[config.mk]
export PLATFORM = sky130hd
export DESIGN_NAME = gen_reg_bank_flat
export DESIGN_NICKNAME = d
export VERILOG_FILES = /design/src/rtl/gen_reg_bank_pkg.sv /design/src/rtl/gen_reg_bank_if.sv /design/src/rtl/gr_onehot_chk.sv /design/src/rtl/gen_reg_bank.sv /design/src/flat_wrapper.sv
export SDC_FILE = /design/constraint.sdc
export NUM_CORES = 1
export LEC_CHECK = 0
export CAP_MARGIN = 20
export CELL_PAD_IN_SITES_DETAIL_PLACEMENT = 1
export CELL_PAD_IN_SITES_GLOBAL_PLACEMENT = 2
export CORE_MARGIN = 3
export CORE_UTILIZATION = 25
export CTS_CLUSTER_SIZE = 12
export DETAILED_ROUTE_END_ITERATION = 10
export PLACE_DENSITY_LB_ADDON = 0.1
export SYNTH_ARGS = -nofsm -noshare
export SYNTH_HDL_FRONTEND = slang
export SYNTH_SLANG_ARGS = --single-unit
export TNS_END_PERCENT = 10
[constraint.sdc]
create_clock -name clk -period 3.1 [get_ports clk]
set_clock_uncertainty 0.15 [all_clocks]
set_input_delay 0.62 -clock clk [delete_from_list [all_inputs] [get_ports clk]]
set_output_delay 0.62 -clock clk [all_outputs]
set_load 0.1 [all_outputs]
[src/rtl/gen_reg_bank_pkg.sv]
// Shared definitions for the general-register bank: widths, strobe codes, FSM states.
package gr_defs;

    localparam int DATA_W = 16;
    localparam int NREG   = 6;
    localparam int IDX_W  = 3;

    // One-hot strobe codes: the MSB selects R0, the LSB selects R5.
    localparam logic [NREG-1:0] GR_R0   = 6'b100000;
    localparam logic [NREG-1:0] GR_R1   = 6'b010000;
    localparam logic [NREG-1:0] GR_R2   = 6'b001000;
    localparam logic [NREG-1:0] GR_R3   = 6'b000100;
    localparam logic [NREG-1:0] GR_R4   = 6'b000010;
    localparam logic [NREG-1:0] GR_R5   = 6'b000001;
    localparam logic [NREG-1:0] GR_NONE = 6'b000000;

    typedef enum logic {
        GR_IDLE  = 1'b0,
        GR_WRITE = 1'b1
    } gr_state_t;

endpackage

[src/rtl/gen_reg_bank_if.sv]
// Strobe/bus/debug bundle between the control unit (master) and the register bank (slave).
interface gen_reg_bank_if;
    import gr_defs::*;

    logic [NREG-1:0]   rxOut;
    logic [NREG-1:0]   rxIn;
    logic [DATA_W-1:0] bus_in;
    logic [DATA_W-1:0] bus_out;
    logic              bus_drv;
    logic              wr_ack;
    logic              err;
    logic              err_clr;
    logic [IDX_W-1:0]  dbg_sel;
    logic [DATA_W-1:0] dbg_data;

    modport master (
        output rxOut, rxIn, bus_in, err_clr, dbg_sel,
        input  bus_out, bus_drv, wr_ack, err, dbg_data
    );

    modport slave (
        input  rxOut, rxIn, bus_in, err_clr, dbg_sel,
        output bus_out, bus_drv, wr_ack, err, dbg_data
    );

endinterface

[src/rtl/gr_onehot_chk.sv]
// Classifies a strobe as exactly-one-hot, all-zero or neither, and decodes the
// register index (MSB -> index 0, LSB -> index N-1).
module gr_onehot_chk
    import gr_defs::*;
#(
    parameter int N = NREG
) (
    input  logic [N-1:0]     strobe,
    output logic             valid,
    output logic             zero,
    output logic [IDX_W-1:0] index
);

    // Population test plus priority-free decode; index is only meaningful when valid.
    always_comb begin
        zero  = (strobe == '0);
        valid = !zero && ((strobe & (strobe - N'(1))) == '0);
        index = '0;
        for (int i = 0; i < N; i++) begin
            if (strobe[i]) index = IDX_W'(N - 1 - i);
        end
    end

endmodule

[src/rtl/gen_reg_bank.sv]
// General-register bank: one-hot read/write strobes, write-ack FSM, sticky error flag
// and a side-effect-free debug read port.
module gen_reg_bank
    import gr_defs::*;
(
    input  logic          clk,
    input  logic          rst,
    gen_reg_bank_if.slave bus
);

    logic [NREG-1:0][DATA_W-1:0] regs;
    logic [NREG-1:0]             last_in;
    gr_state_t                   state, state_nxt;
    logic                        ack_nxt;
    logic                        err_set;

    logic             out_valid, out_zero, in_valid, in_zero;
    logic [IDX_W-1:0] out_idx, in_idx;
    logic             out_multi, in_multi;

    gr_onehot_chk #(.N(NREG)) u_out_chk (
        .strobe (bus.rxOut),
        .valid  (out_valid),
        .zero   (out_zero),
        .index  (out_idx)
    );

    gr_onehot_chk #(.N(NREG)) u_in_chk (
        .strobe (bus.rxIn),
        .valid  (in_valid),
        .zero   (in_zero),
        .index  (in_idx)
    );

    assign out_multi = !out_valid && !out_zero;
    assign in_multi  = !in_valid && !in_zero;
    assign err_set   = out_multi || in_multi;

    // Read path: drive the selected register only for a clean one-hot rxOut.
    always_comb begin
        bus.bus_out = '0;
        bus.bus_drv = out_valid;
        for (int i = 0; i < NREG; i++) begin
            if (out_valid && out_idx == IDX_W'(i)) bus.bus_out = regs[i];
        end
    end

    // Debug read: out-of-range indices read as zero.
    always_comb begin
        bus.dbg_data = '0;
        for (int i = 0; i < NREG; i++) begin
            if (bus.dbg_sel == IDX_W'(i)) bus.dbg_data = regs[i];
        end
    end

    // Register file: capture bus_in every cycle a clean one-hot rxIn is present.
    always_ff @(posedge clk or negedge rst) begin
        if (!rst) begin
            regs <= '0;
        end else begin
            for (int i = 0; i < NREG; i++) begin
                if (in_valid && in_idx == IDX_W'(i)) regs[i] <= bus_in_q(i);
            end
        end
    end

    function automatic logic [DATA_W-1:0] bus_in_q(input int i);
        bus_in_q = (i >= 0) ? bus.bus_in : '0;
    endfunction

    // Sticky error: a new violation in the same cycle as err_clr keeps the flag set.
    always_ff @(posedge clk or negedge rst) begin
        if (!rst)             bus.err <= 1'b0;
        else if (err_set)     bus.err <= 1'b1;
        else if (bus.err_clr) bus.err <= 1'b0;
    end

    // Ack FSM state, registered ack pulse and the strobe it was issued for.
    always_ff @(posedge clk or negedge rst) begin
        if (!rst) begin
            state      <= GR_IDLE;
            bus.wr_ack <= 1'b0;
            last_in    <= GR_NONE;
        end else begin
            state      <= state_nxt;
            bus.wr_ack <= ack_nxt;
            if (in_valid) last_in <= bus.rxIn;
        end
    end

    // Ack FSM: one ack per new write target; a held strobe does not re-ack.
    always_comb begin
        state_nxt = state;
        ack_nxt   = 1'b0;
        case (state)
            GR_IDLE: begin
                if (in_valid) begin
                    state_nxt = GR_WRITE;
                    ack_nxt   = 1'b1;
                end
            end
            GR_WRITE: begin
                if (in_zero || in_multi) state_nxt = GR_IDLE;
                else if (bus.rxIn != last_in) ack_nxt = 1'b1;
            end
            default: state_nxt = GR_IDLE;
        endcase
    end

endmodule

[src/flat_wrapper.sv]
// flat-port wrapper written by rule: the top's interface ports become plain ports
module gen_reg_bank_flat import gr_defs::*;
  (clk, rst, bus_rxOut, bus_rxIn, bus_bus_in, bus_err_clr, bus_dbg_sel, bus_bus_out, bus_bus_drv, bus_wr_ack, bus_err, bus_dbg_data);
  gen_reg_bank_if bus_i ();
  input  logic clk;
  input  logic rst;
  input wire logic [$bits(bus_i.rxOut)-1:0] bus_rxOut;
  input wire logic [$bits(bus_i.rxIn)-1:0] bus_rxIn;
  input wire logic [$bits(bus_i.bus_in)-1:0] bus_bus_in;
  input wire logic [$bits(bus_i.err_clr)-1:0] bus_err_clr;
  input wire logic [$bits(bus_i.dbg_sel)-1:0] bus_dbg_sel;
  output wire logic [$bits(bus_i.bus_out)-1:0] bus_bus_out;
  output wire logic [$bits(bus_i.bus_drv)-1:0] bus_bus_drv;
  output wire logic [$bits(bus_i.wr_ack)-1:0] bus_wr_ack;
  output wire logic [$bits(bus_i.err)-1:0] bus_err;
  output wire logic [$bits(bus_i.dbg_data)-1:0] bus_dbg_data;
  assign bus_i.rxOut = bus_rxOut;
  assign bus_i.rxIn = bus_rxIn;
  assign bus_i.bus_in = bus_bus_in;
  assign bus_i.err_clr = bus_err_clr;
  assign bus_i.dbg_sel = bus_dbg_sel;
  assign bus_bus_out = bus_i.bus_out;
  assign bus_bus_drv = bus_i.bus_drv;
  assign bus_wr_ack = bus_i.wr_ack;
  assign bus_err = bus_i.err;
  assign bus_dbg_data = bus_i.dbg_data;
  gen_reg_bank u_core (.clk(clk), .rst(rst), .bus(bus_i));
endmodule
# ---- Word-level counts from Yosys, hierarchy flattened
# Cells that the tools add are included.
dict set report totals {
  register_bits 105
  latch_bits 0
  ram_bits 0
  rom_bits 0
  mem_count 0
}
dict set report classes {
  add_sub_neg 2
  mul 0
  div_mod_pow 0
  magnitude_cmp 0
  n_eq_ne 16
  n_shift 0
  mux 32
  n_bitwise 3
  reduce_logical 30
}
# cell count
set op_table {}
lappend op_table {{$mux 16} 12}
lappend op_table {{$mux 3} 12}
lappend op_table {{$logic_not 6->1} 4}
lappend op_table {{$eq 3x2->1 const B} 6}
lappend op_table {{$eq 3x3->1 const B} 6}
lappend op_table {{$logic_and 1x1->1} 16}
lappend op_table {{$and 6x6->6} 2}
lappend op_table {{$sub 6x1->6 const B} 2}
lappend op_table {{$eq 3x1->1 const B} 3}
lappend op_table {{$logic_not 3->1} 3}
lappend op_table {{$mux 1} 6}
lappend op_table {{$ne 6x6->1} 1}
lappend op_table {{$logic_not 1->1} 4}
lappend op_table {{$pmux 1 s2} 2}
lappend op_table {{$logic_or 1x1->1} 2}
lappend op_table {{$reduce_bool 2->1} 1}
lappend op_table {{$not 1->1} 1}

# ---- Logic depth before layout (Yosys ltp)
dict set report depth {
  ltp_word 14
  depth_mapped 7
  mapped_depth_nobuf 4
}

# ---- Cells and area by module
# A second synthesis with hierarchy kept.
dict set report unflattened {
  cells_unflattened 500
  hier_area_um2 5953.2
}
# module n_inst cells_per_inst area_per_inst_um2 seq_area_each_um2
set by_module_without_submodules {}
lappend by_module_without_submodules {gen_reg_bank 1 464 5725.5 2627.5}
lappend by_module_without_submodules {gr_onehot_chk 2 18 113.9 0.0}

# ---- Worst setup path after synthesis
# No wires, ideal clock.
dict set report synth_path {
  path_type {input to output}
  startpoint {input bus_rxOut[1]}
  endpoint {output bus_bus_out[10]}
  arrival_time_ns 4.142
  required_ns 2.330
  setup_slack_ns -1.812
  stages 6
  path_buffers 2
  cell_sequence {buf_2 or4_1 nor3b_2 buf_2 a221oi_1 o21ai_0}
}
dict set report synth_via {
  elab_chain_len 13
  word_cells_on_any_way 29
  classes_between {add/sub: 1; eq/ne: 5; mux: 11; bitwise: 1; reduce/logical: 11}
}
# element line
set synth_lines {}
lappend synth_lines {{start: declaration} flat_wrapper.sv:7} ;# input wire logic [$bits(bus_i.rxOut)-1:0] bus_rxOut;
lappend synth_lines {{parallel branches: the longest is 12 deep, another holds $sub 6x1->6} --}
lappend synth_lines {{$mux 16 *} gen_reg_bank.sv:44} ;# if (out_valid && out_idx == IDX_W'(i)) bus.bus_out = regs[i];
lappend synth_lines {{end: declaration} flat_wrapper.sv:12} ;# output wire logic [$bits(bus_i.bus_out)-1:0] bus_bus_out;
# Every way passes the cells marked *.

# ---- Worst setup path after layout
dict set report layout_path {
  startpoint {input bus_rxOut[2]}
  endpoint {output bus_bus_out[1]}
}
dict set report layout_via {
  elab_chain_len 12
  word_cells_on_any_way 28
  classes_between {add/sub: 1; eq/ne: 5; mux: 10; bitwise: 1; reduce/logical: 11}
}
# element line
set layout_lines {}
lappend layout_lines {{parallel branches: the longest is 11 deep, another holds $sub 6x1->6} --}
lappend layout_lines {{$mux 16 *} gen_reg_bank.sv:44}
# Marked as above.

==> summary.md <==
| Metric | Value |
|---|---|
| Setup TNS | `-0.634 ns` |
| Largest net degree at the start of global routing | `105` |
| CTS tree | `yes` |
| Chip Height | `approximately 160 µm` |
| Synth warnings | `0` |
| Leading area contributor after synthesis | `dfrtp_1` |
| Min Tclk post-route | `about 3.2 ns` |
| Post-synth top flop | `dfrtp_1` |
| Crit path max-delay cell type | `or4_4` |
| CP endpoint kind | `output pin` |
| Post-synthesis mux area share | `approximately a quarter` |
| Yosys reg bits | `~110` |
| Final hold slack | `0.397 ns` |
| Met3 GRT Util | `between 3 and 4%` |
| Finish-stage setup viols | `16` |
| Distinct cells, synth | `42` |
| GR peak layer | `met2` |
| I/O pin cnt | `69` |
| Hold path startpoint | `u_core.regs[50]` |
| IO Port Bufs | `68` |
| Failing checks | `setup timing` |
| Antenna diodes | `0` |
| GRT met1 Usage | `between 20% and 30%` |
| DR vias | `approximately 4.6k` |
| First-pass DRT Iterations | `5` |
| GRT overflow | `0` |
| Final slew viol count | `0` |
| Post-layout nets | `~600` |
| Die ar. | `0.0242 mm²` |
| Relative slew slack | `approximately 60%` |
| Count leader, synth | `dfrtp_1` |
| Maximum VDD drop | `234 µV` |
| Synth top area cells | `dfrtp_1 47%, mux2_2 17%, mux2i_1 5.9%, a222oi_1 2.9%, a221oi_1 2.5%` |
| RSZ-0062 raised after global routing | `true` |
| ANT nets after route | `0` |
| GR Util All Layers | `between 15 and 20%` |
| Fmax | `~320 MHz` |
| Synth Area in Simple Gates | `~7.0%` |
| Startpoint types | `primary input` |
| Routed WL | `21300 µm` |
| Initial antenna violation count | `0` |
| Fin. Hold Viols | `0` |
| Synth Area in XOR/XNOR | `1.25%` |
| GRT met2 Usage | `between 20% and 30%` |
| CP arrival | `roughly 2.4 ns` |
| Max incr delay on CP | `approximately 0.53 ns` |
| Post-Place Cells | `~840` |
| Post-Synth Adder-Cell Area | `0.357%` |
| Pleak | `roughly 3.5 nW` |
| Std cell rows | `54` |
| Insertion delay to the later sink of the worst-skew pair | `~0.36 ns` |
| Synth cell count leaders | `105 x dfrtp_1, 87 x mux2_2, 33 x mux2i_1, 27 x clkbuf_1, 26 x o21ai_0` |
| Post-Place Worst Slack | `-0.477 ns` |
| Syn avg cell area | `roughly 12 µm²` |
| Area share of the largest cell type after synthesis | `46.9%` |
| Num Clock Sinks | `between 100 and 150` |
| Power Dens Cells | `around 520 mW/mm²` |
| Core ar. | `0.0219 mm²` |
| CP cell instances | `buf_6, or4_4, or3b_4, clkbuf_16, o21ai_2, o21ai_4, buf_12` |
| RD Place Congestion | `about 0.8` |
| Die X | `156 µm` |
| Post-synthesis sequential area ratio | `a little under half` |
| DRC Markers | `0` |
| WP data required | `2.33 ns` |
| Synthesized Nets | `roughly 520` |
| Reg2reg start | `u_core.last_in[2]` |
| Fin cells | `between 800 and 900` |
| Share of cells above drive strength 1 | `48.6%` |
| First-pass GRT wire length | `approximately 32000 µm` |
| Setup slack after layout | `-0.0551 ns` |
| Post-synth EDFFs | `0` |
| Number of global-route vias before repair | `roughly 5.1k` |
| CP Max Fanout | `8` |
| Compound-Gate Fraction of Synth Area | `between 10 and 15%` |
| Root Buffer | `clkbuf_16` |
| Synth Cell Area | `about 0.0056 mm²` |
| Via density | `5.25` |
| H-tree depth | `3` |
| Core Util, Final | `38.2%` |
| Period utilization | `102%` |
| Crit Path Category | `primary input to output pin` |
| DRT iter0 DRCs | `220` |
| Worst R2R Setup Slack | `~1.9 ns` |
| Main combinational cell family by area after synthesis | `multiplexers` |
| Worst Setup SP | `bus_rxOut[2]` |
| Tightest Pin Transition | `roughly 0.62 ns` |
| Layout area overhead | `49.4%` |
| Total CTS buffers | `9` |
| Post-synthesis async set-or-reset flop share | `100%` |
| Initial Utilization | `25.6%` |
| Reg clk slew, reported paths | `0.07 ns` |
| HPWL Detailed | `between 10000 and 15000 µm` |
| Cells after Synth | `~490` |
| Worst Hold Class | `flip-flop to flip-flop` |
| Outcome | `finished, violations left` |
| Bufs on Longest Clock Path | `2` |
| Max Cap Viol | `0` |
| Routed wire per std cell | `about 25 µm` |
==> metrics by stage <==
step	total power, mW	area (µm²)
finish	4.33	8370
global route	4.54	8370
CTS	4.38	8320
detailed placement	3.15	7640
global placement	3.10	7640
floorplan	2.65	5970
==> what timing repair did <==
| action | in CTS | in global routing |
|---|---|---|
| endpoints found under the hold margin | 1 | 0 |
| buffers inserted | 3 | 0 |
| resized for setup | 76 | 4 |
| setup endpoints to repair | 17 | 19 |
| cloned | 3 | 1 |
| hold buffers | 1 | 0 |
| pin swaps | 20 | 4 |
==> cells by family (layout without fill, tap and decap cells) <==
logic type / after synthesis / count (layout)
adders and majority gates: 2 / 2
and+or+nand+nor: 76 / 76
xor gates and xnor gates: 8 / 8
DFF: 105 / 105
AOI/OAI and AO/OA: 116 / 116
muxes: 129 / 129
buffers and inverters: 49 / 152
==> layout by cell type, fill, tap and decap left out, types with 3 or more instances in the layout <==
| cell | synthesis | layout |
|---|---|---|
| nand2_1 | 20 | 20 |
| buf_4 | 0 | 45 |
| a221oi_4 | 0 | 4 |
| xnor2_1 | 6 | 6 |
| a21oi_1 | 20 | 20 |
| mux2_4 | 9 | 9 |
| mux2_2 | 87 | 87 |
| dfrtp_1 | 105 | 105 |
| mux2i_1 | 33 | 33 |
| nand4b_1 | 3 | 3 |
| buf_6 | 2 | 4 |
| buf_12 | 1 | 44 |
| a221oi_2 | 0 | 12 |
| buf_16 | 0 | 3 |
| nand4_1 | 4 | 4 |
| o22ai_4 | 0 | 14 |
| nand3_1 | 6 | 6 |
| a222oi_1 | 16 | 16 |
| nor2_1 | 24 | 24 |
| clkdlybuf4s50_1 | 0 | 24 |
| o221ai_2 | 0 | 16 |
| o21ai_0 | 26 | 8 |
| o21ai_4 | 0 | 16 |
| buf_2 | 10 | 6 |
| clkbuf_16 | 0 | 10 |
| inv_1 | 7 | 7 |
==> per-layer routing <==
metal	wire length, µm	vias up	part of all wire [%]
met3	762	31	3.6
met5	0	-	0
li1	-	2059	-
met2	10600	82	50
met4	437	0	2.0
met1	9560	2381	45
==> area by class of cell <==
class / count / area, µm²
inverters: 7 / 26.3
fillers: 2336 / 13500
flip-flops and latches: 105 / 2630
clock inverters: 3 / 23.8
well taps: 280 / 350
clock buffers: 13 / 260
repair buffers: 129 / 1660
multi-input cells: 331 / 3420
==> report_power, final <==
part | total, mW | switching [mW] | internal [mW]
Combinational | 1.28 | 0.696 | 0.583
Clock | 1.14 | 0.544 | 0.594
Sequential | 1.91 | 0.287 | 1.63
Total | 4.33 | 1.53 | 2.81
==> worst max-delay path, delay by kind of cell <==
kind                   cells  cell delay [ns]
AOI/OAI and AO/OA          2             0.27
and+or+nand+nor            2             0.98
buffers and inverters      3             0.51
==> registers in the layout (all words and copies together) (netlist names) <==
signal and cells:
u_core.state 1, u_core.bus.wr_ack 1, u_core.bus.err 1, u_core.last_in 6, u_core.regs 96
==> final timing paths <==
path	to	cells past startpoint
worst min register to register	u_core.regs[50]	1
min in group asynchronous	u_core.regs[18]	2
max in group asynchronous	u_core.bus.err	3
worst max register to register	u_core.bus.wr_ack	3
worst max-delay path	bus_bus_out[1]	7
worst min-delay path	u_core.regs[50]	1
No activity file was read; power rests on OpenSTA's default activity.
